### src/rtl/q_pulse_serializer_if.sv
// rtl/q_pulse_serializer_if.sv - parallel charge-in / pulse-train-out bundle
// master drives the value handshake; slave is the serializer.
interface q_pulse_serializer_if #(
  parameter int BUS_WIDTH = 10
);
  logic                 start;
  logic                 q_valid;
  logic [BUS_WIDTH-1:0] q_value;
  logic                 q_ready;
  logic                 q_serialized;
  logic                 busy;
  logic                 frame_done;
  logic [BUS_WIDTH-1:0] pulse_cnt;

  modport master (
    output start, q_valid, q_value,
    input  q_ready, q_serialized, busy, frame_done, pulse_cnt
  );

  modport slave (
    input  start, q_valid, q_value,
    output q_ready, q_serialized, busy, frame_done, pulse_cnt
  );
endinterface

### src/rtl/q_pulse_serializer.sv
// rtl/q_pulse_serializer.sv - charge value to fixed-width pulse train serializer
// Emits ceil(q_value/Q_PER_PULSE) pulses, then a FRAME_GAP idle gap closing the frame.
module q_pulse_serializer #(
  parameter int BUS_WIDTH      = 10,
  parameter int Q_PER_PULSE    = 3,
  parameter int PULSE_DURATION = 3,
  parameter int GAP_DURATION   = 2,
  parameter int FRAME_GAP      = 8
) (
  input  logic                    clk,
  input  logic                    rst,
  q_pulse_serializer_if.slave     bus
);
  localparam int TMAX_A = (PULSE_DURATION > GAP_DURATION) ? PULSE_DURATION : GAP_DURATION;
  localparam int TMAX   = (TMAX_A > FRAME_GAP) ? TMAX_A : FRAME_GAP;
  localparam int TW     = $clog2(TMAX + 1);

  localparam logic [TW-1:0]        T_PULSE = TW'(PULSE_DURATION - 1);
  localparam logic [TW-1:0]        T_GAP   = TW'(GAP_DURATION - 1);
  localparam logic [TW-1:0]        T_FRAME = TW'(FRAME_GAP - 1);
  localparam logic [BUS_WIDTH-1:0] QPP     = BUS_WIDTH'(Q_PER_PULSE);

  localparam logic [1:0] S_IDLE  = 2'd0;
  localparam logic [1:0] S_HI    = 2'd1;
  localparam logic [1:0] S_LO    = 2'd2;
  localparam logic [1:0] S_GAP   = 2'd3;

  logic [1:0]           state;
  logic [TW-1:0]        timer;
  logic [BUS_WIDTH-1:0] remaining;
  logic                 ser_r;
  logic                 busy_r;
  logic                 done_r;
  logic [BUS_WIDTH-1:0] cnt_r;
  logic                 accept;

  assign bus.q_ready      = (state == S_IDLE) & bus.start;
  assign accept           = bus.q_ready & bus.q_valid;
  assign bus.q_serialized = ser_r;
  assign bus.busy         = busy_r;
  assign bus.frame_done   = done_r;
  assign bus.pulse_cnt    = cnt_r;

  always_ff @(posedge clk or negedge rst) begin
    if (!rst) begin
      state     <= S_IDLE;
      timer     <= '0;
      remaining <= '0;
      ser_r     <= 1'b0;
      busy_r    <= 1'b0;
      done_r    <= 1'b0;
      cnt_r     <= '0;
    end else begin
      done_r <= 1'b0;
      // Dropping start abandons the frame silently; the partial count stays visible.
      if ((state != S_IDLE) && !bus.start) begin
        state  <= S_IDLE;
        timer  <= '0;
        ser_r  <= 1'b0;
        busy_r <= 1'b0;
      end else begin
        case (state)
          S_IDLE: begin
            if (accept) begin
              remaining <= bus.q_value;
              cnt_r     <= '0;
              busy_r    <= 1'b1;
              if (bus.q_value == '0) begin
                state <= S_GAP;
                timer <= T_FRAME;
              end else begin
                state <= S_HI;
                ser_r <= 1'b1;
                timer <= T_PULSE;
              end
            end
          end
          S_HI: begin
            if (timer == '0) begin
              cnt_r <= cnt_r + BUS_WIDTH'(1);
              ser_r <= 1'b0;
              if (remaining <= QPP) begin
                remaining <= '0;
                state     <= S_GAP;
                timer     <= T_FRAME;
              end else begin
                remaining <= remaining - QPP;
                state     <= S_LO;
                timer     <= T_GAP;
              end
            end else begin
              timer <= timer - TW'(1);
            end
          end
          S_LO: begin
            if (timer == '0) begin
              state <= S_HI;
              ser_r <= 1'b1;
              timer <= T_PULSE;
            end else begin
              timer <= timer - TW'(1);
            end
          end
          S_GAP: begin
            if (timer == '0) begin
              state  <= S_IDLE;
              busy_r <= 1'b0;
              done_r <= 1'b1;
            end else begin
              timer <= timer - TW'(1);
            end
          end
          default: begin
            state <= S_IDLE;
            ser_r <= 1'b0;
          end
        endcase
      end
    end
  end
endmodule
### src/flat_wrapper.sv
// flat-port wrapper written by rule: the top's interface ports become plain ports
module q_pulse_serializer_flat 
#(
  parameter int BUS_WIDTH      = 10,
  parameter int Q_PER_PULSE    = 3,
  parameter int PULSE_DURATION = 3,
  parameter int GAP_DURATION   = 2,
  parameter int FRAME_GAP      = 8
)
  (clk, rst, bus_start, bus_q_valid, bus_q_value, bus_q_ready, bus_q_serialized, bus_busy, bus_frame_done, bus_pulse_cnt);
  q_pulse_serializer_if #(.BUS_WIDTH(BUS_WIDTH)) bus_i ();
  input  logic clk;
  input  logic rst;
  input wire logic [$bits(bus_i.start)-1:0] bus_start;
  input wire logic [$bits(bus_i.q_valid)-1:0] bus_q_valid;
  input wire logic [$bits(bus_i.q_value)-1:0] bus_q_value;
  output wire logic [$bits(bus_i.q_ready)-1:0] bus_q_ready;
  output wire logic [$bits(bus_i.q_serialized)-1:0] bus_q_serialized;
  output wire logic [$bits(bus_i.busy)-1:0] bus_busy;
  output wire logic [$bits(bus_i.frame_done)-1:0] bus_frame_done;
  output wire logic [$bits(bus_i.pulse_cnt)-1:0] bus_pulse_cnt;
  assign bus_i.start = bus_start;
  assign bus_i.q_valid = bus_q_valid;
  assign bus_i.q_value = bus_q_value;
  assign bus_q_ready = bus_i.q_ready;
  assign bus_q_serialized = bus_i.q_serialized;
  assign bus_busy = bus_i.busy;
  assign bus_frame_done = bus_i.frame_done;
  assign bus_pulse_cnt = bus_i.pulse_cnt;
  q_pulse_serializer #(.BUS_WIDTH(BUS_WIDTH), .Q_PER_PULSE(Q_PER_PULSE), .PULSE_DURATION(PULSE_DURATION), .GAP_DURATION(GAP_DURATION), .FRAME_GAP(FRAME_GAP)) u_core (.clk(clk), .rst(rst), .bus(bus_i));
endmodule
### config.mk
export PLATFORM = sky130hd
export DESIGN_NAME = q_pulse_serializer_flat
export DESIGN_NICKNAME = d
export VERILOG_FILES = /design/src/rtl/q_pulse_serializer_if.sv /design/src/rtl/q_pulse_serializer.sv /design/src/flat_wrapper.sv
export SDC_FILE = /design/constraint.sdc
export NUM_CORES = 1
export LEC_CHECK = 0
export CAP_MARGIN = 20
export CORE_MARGIN = 2
export CORE_UTILIZATION = 45
export DETAILED_ROUTE_END_ITERATION = 10
export PLACE_DENSITY = 0.8
export SYNTH_ARGS = -nofsm -noshare
export SYNTH_HDL_FRONTEND = slang
export SYNTH_SLANG_ARGS = --single-unit
### constraint.sdc
create_clock -name clk -period 1.9 [get_ports clk]
set_input_delay 0.38 -clock clk [delete_from_list [all_inputs] [get_ports clk]]
set_output_delay 0.38 -clock clk [all_outputs]
set_load 0.05 [all_outputs]
# After elaboration in Yosys (flattened, before gate mapping)
# Cells that the tools add are included.
# classes
add_sub_neg	3
magnitude_cmp	1
n_eq_ne	11
mux	35
n_bitwise	3
n_reduce_logical	14
# ops
operator	n
$mux W10	5
$pmux W10 S2	2
$mux W4	5
$pmux W4 S4	1
$mux W2	6
$mux W1	11
$add A10 B1 Y10 const B	1
$le A10 B2 Y1 const B	1
$logic_not A10 Y1	1
$sub A10 B2 Y10 const B	1
$ne A3 B1 Y1 const B	3
$pmux W2 S4	1
$reduce_and A4 Y1	2
$mux W3	2
$ne A3 B2 Y1 const B	2
$reduce_and A5 Y1	1
$eq A2 B2 Y1 const B	2
$logic_not A4 Y1	1
$ne A2 B1 Y1 const B	2
$reduce_bool A2 Y1	2
$reduce_bool A4 Y1	1
$sub A4 B1 Y4 const B	1
$ne A3 B3 Y1 const B	1
$pmux W1 S3	1
10 further kinds	11
# word_totals
register_bits	29
inputBits	14
output_inout_bits	14

# Longest topological paths before layout
# depth
ltp_word	6
ltp_mapped	9
ltp_nobuf	7

# Worst setup path after synthesis
# No wires, ideal clock.
# synth_path
path_type	register to register
from	register u_core.state[0]
to	register u_core.timer[3]
setup_time_ns	0.087
arrival_time_ns	2.050
t_required_ns	1.813
path_slack_ns	-0.237
path_stages_with_launch	9
n_path_buf	1
period_less_slack_ns	2.137
path_cell_list	dfrtp_1 -> inv_1 -> ha_1 -> buf_2 -> nand3_1 -> a21o_1 -> o21ai_1 -> or4b_2 -> o211ai_1
# synth_between
elab_chain_len	5
# synth_rtl
item	line_no	rtl
start: declaration	q_pulse_serializer.sv:28	logic [1:0] state;
start signal: assignment	q_pulse_serializer.sv:46	state <= S_IDLE;
start signal: assignment	q_pulse_serializer.sv:57	state <= S_IDLE;
start signal: assignment	q_pulse_serializer.sv:69	state <= S_GAP;
$logic_not A2 Y1	q_pulse_serializer.sv:37, q_pulse_serializer.sv:62	
$and A1 B1 Y1	q_pulse_serializer.sv:37	assign bus.q_ready = (state == S_IDLE) & bus.start;
$and A1 B1 Y1	q_pulse_serializer.sv:38	assign accept = bus.q_ready & bus.q_valid;
$ne A3 B2 Y1 (no source line)	n/a	
$reduce_and A2 Y1 (no source line)	n/a	
end signal: assignment	q_pulse_serializer.sv:92	timer <= timer - TW'(1);
end signal: assignment	q_pulse_serializer.sv:101	timer <= timer - TW'(1);
end signal: assignment	q_pulse_serializer.sv:110	timer <= timer - TW'(1);
end: declaration	q_pulse_serializer.sv:29	logic [TW-1:0] timer;
# Several ways; a longest one is shown, not always the timed one.
# A chain may end at the register's enable or synchronous reset.

# Worst setup path after layout
# Same ends and word-level chain as after synthesis.

==> impl_metrics.csv <==
group,metric,value,unit
pwr,p_sw_frac,0.434,
worst_setup_path,cp-start-kind,"flop",
yosys,synthTopCellsByArea,"dfrtp_1 (39%), ha_1 (6.0%), nor2_1 (3.8%), o21ai_0 (3.8%), nor3_1 (3.5%)",
pwr,p_per_area,1790,nW/µm²
layout,design_area,2980,µm²
pwr,pwr-share-comb,0.652,
placed_design,hpwl,3800,µm
routing,vias,2128,
timing,final-hold-violation-count,0,
pwr,seqPwrFrac,0.199,
worst_setup_path,r2r_setup_slack,-0.18,ns
routing,drtPass1Iterations,6,
routing,totalWireLength,6290,µm
pwr,p_int,0.00302,W
cts,cts_num_sinks,29,
floorplan,die_h,68.3,µm
yosys,synth_area_leader_cell,"dfrtp_1",
yosys,yosysSeqAreaShare,0.390,
timing,slew_violations,0,
worst_setup_path,cpMaxStageDelayCell,"or4b_2",
routing,drc,0,
worst_setup_path,cpMostUsedCell,"nor2_2",
worst_setup_path,path_delay_family,"simple AND/OR/NAND/NOR gates",
yosys,synth_top_area_frac,0.390,
yosys,postSynth.asyncResetShare,1.00,
timing,relSlewSlack,0.668,
worst_setup_path,required,2.10,ns
cts,postCtsHoldBufs,0,
cts,htree_levels,2,
pwr,power_frac_clock,0.149,
placed_design,place_area,2570,µm²
routing,ant_nets,0,
timing,worstMarginPinSlew,0.497,ns
layout,drive_gt1_frac,0.414,
pwr,p_switching,0.00232,W
yosys,post-synth-top-count-cell,"dfrtp_1",
pwr,finalPower,0.00533,W
layout,n_fill_cell,291,
yosys,syn_nets,234,
cts,clockRootBuffer,"clkbuf_8",
cts,clkTransAtPathRegs,0.07,ns
worst_setup_path,critPathKind,"flop to flop",
timing,min_period_over_period,1.10,
grt,track_usage,0.284,
min_path,hold_path_class,"input pin to async pin",
floorplan,initial_core_util,0.466,
cts,cts_buffer_depth,2,
grt,overflow,0,
worst_setup_path,end_kind,"flop",
layout,multi_input_area,1270,µm²
grt,grt_first_pass_wirelength,9780,µm
timing,clock_skew,0.00933,ns
layout,syn2layout_area_growth,59.9,%
timing,setup_violations,21,
pwr,peakVddDrop,1200,µV
yosys,synth-seq-cells,29,
floorplan,die_x,68.3,µm
placed_design,numPortBuffers,27,
worst_setup_path,crit_start,"u_core.state[0]$_DFFE_PN0P_",
cts,worstSkewPairLatency,0.29,ns
yosys,yosysUniqueCellTypes,42,
outcome,failed_checks,"setup timing",
pwr,p_leak,1.34,nW
floorplan,core,4000,µm²
yosys,synthTopCellsByCount,"dfrtp_1 (29), nor2_1 (19), nand2_1 (16)",
layout,diodes,0,
yosys,syn_area_per_cell,8.83,µm²
timing,post-route-min-period,2.08,ns
layout,final_nets,324,
yosys,synth_edf_count,0,
timing,rsz0062_at_grt,"true",
layout,ff_latch_area,727,µm²
routing,drt-vias-per-instance,6.05,
cts,cts_tree,"done",
routing,drt_iter0_drc,168,
grt,grt_max_degree,30,
worst_setup_path,cp.buffers_inverters,2,
floorplan,ios,28,
worst_setup_path,crit_chain,"inv_2, buf_4, ha_4, nor2_2, nor2_2, o21ai_0, or4b_2, o211ai_1",
floorplan,rows,23,
worst_setup_path,cp.arrival,2.28,ns
grt,antenna_found_initial,0,
cts,cts_made_buffers,5,
yosys,netlist_instances,211,
yosys,synth_area,1860,µm²
routing,drt-wirelength-per-cell,17.9,µm
outcome,status,"finished, violations left",
timing,setup_slack,-0.181,ns
floorplan,die_area,4670,µm²
flow_run,cap_viol_max_count,0,
worst_setup_path,cpPeakStageDelay,0.66,ns
yosys,ys.flop_type,"dfrtp_1",
worst_setup_path,cp_max_fo,4,
yosys,yosys_warnings,0,
grt,grt_pass1_vias,2071,
worst_setup_path,r2r-start,"u_core.state[0]$_DFFE_PN0P_",
placed_design,place.gp.congestion,0.917,
timing,timing.fmax,481,MHz
==> cell usage in the layout (no fill, tap or decap), drive strengths merged, types with 10 or more instances in the layout <==
| cell | count |
|---|---|
| buf | 75 |
| dfrtp | 29 |
| nor2 | 19 |
| nand2 | 16 |
| o21ai | 15 |
| clkdlybuf4s50 | 14 |
| nor3 | 13 |
| a21oi | 12 |
| nand3 | 11 |
| inv | 10 |
==> flip-flops by register name (all words and copies together) (netlist names) <==
signal and flops:
u_core.bus.pulse_cnt 10, u_core.remaining 10, u_core.timer 4, u_core.state 2
u_core.bus.busy 1, u_core.bus.frame_done 1, u_core.bus.q_serialized 1
==> metal layers <==
layer  GRT usage  wire, µm  vias to the layer above
li1            -         -                      971
met1       0.355      2450                     1019
met2       0.484      3230                      114
met5           0         0                        -
met4       0.113       192                        0
met3      0.0510       418                       24
==> final timing paths <==
kind | to | depth (start not counted)
min in group clk | u_core.bus.q_serialized$_DFFE_PN0P_ | 1
worst max-delay path | u_core.timer[3]$_DFFE_PN0P_ | 8
worst min-delay path | u_core.bus.q_serialized$_DFFE_PN0P_ | 2
worst max register to register | u_core.timer[3]$_DFFE_PN0P_ | 8
worst min register to register | u_core.bus.q_serialized$_DFFE_PN0P_ | 1
max in group asynchronous | u_core.state[0]$_DFFE_PN0P_ | 2
==> what timing repair did <==
action	4_1_cts	5_1_grt
resized for setup	29	19
setup buffers	5	4
cloned	1	0
setup endpoints to repair	26	28
pin swaps	3	7
==> kinds of logic (layout without fill, tap and decap cells) <==
family,count (synthesis),in the layout,synth area share
AOI/OAI and AO/OA,63,64,0.233
xor gates and xnor gates,6,6,0.0282
adders and majority gates,9,9,0.0604
buffers and inverters,19,109,0.0477
DFF,29,29,0.390
muxes,5,5,0.0289
and+or+nand+nor,80,80,0.212
==> stage by stage <==
stage	instances	hold slack (ns)	setup TNS, ns	utilization	worst slack, ns
global route	352	0.532	-3.18	0.745	-0.213
floorplan	211	0.0844	-1.50	-	-0.171
CTS	348	0.500	-1.43	0.713	-0.153
detailed placement	335	0.492	-3.54	0.643	-0.324
finish	352	0.487	-1.71	0.745	-0.181
global placement	335	0.493	-2.34	0.643	-0.226
==> power groups by stage <==
stage / clock (W) / combinational (W) / sequential, W
2_1_floorplan: 0 / 0.00142 / 0.00130
3_3_place_gp: 0 / 0.00276 / 0.00103
3_5_place_dp: 0 / 0.00284 / 0.00103
4_1_cts: 0.000792 / 0.00317 / 0.00103
5_1_grt: 0.000824 / 0.00372 / 0.00108
6_report: 0.000795 / 0.00348 / 0.00106
==> worst reg2reg max path, delay by kind of cell (launching register included) <==
| kind | cells | cell delay [ns] |
|---|---|---|
| AOI/OAI and AO/OA | 2 | 0.27 |
| and+or+nand+nor | 3 | 0.87 |
| DFF | 1 | 0.45 |
| adders and majority gates | 1 | 0.17 |
| buffers and inverters | 2 | 0.25 |
==> area by class of cell <==
class | instances | area share
Clock buffer | 5 | 0.0231
Clock inverter | 3 | 0.0218
Sequential cell | 29 | 0.244
Inverter | 10 | 0.0126
Tap cell | 50 | 0.0210
Multi-Input combinational cell | 164 | 0.428
Timing Repair Buffer | 91 | 0.250
(Power assumes the default switching activity.)
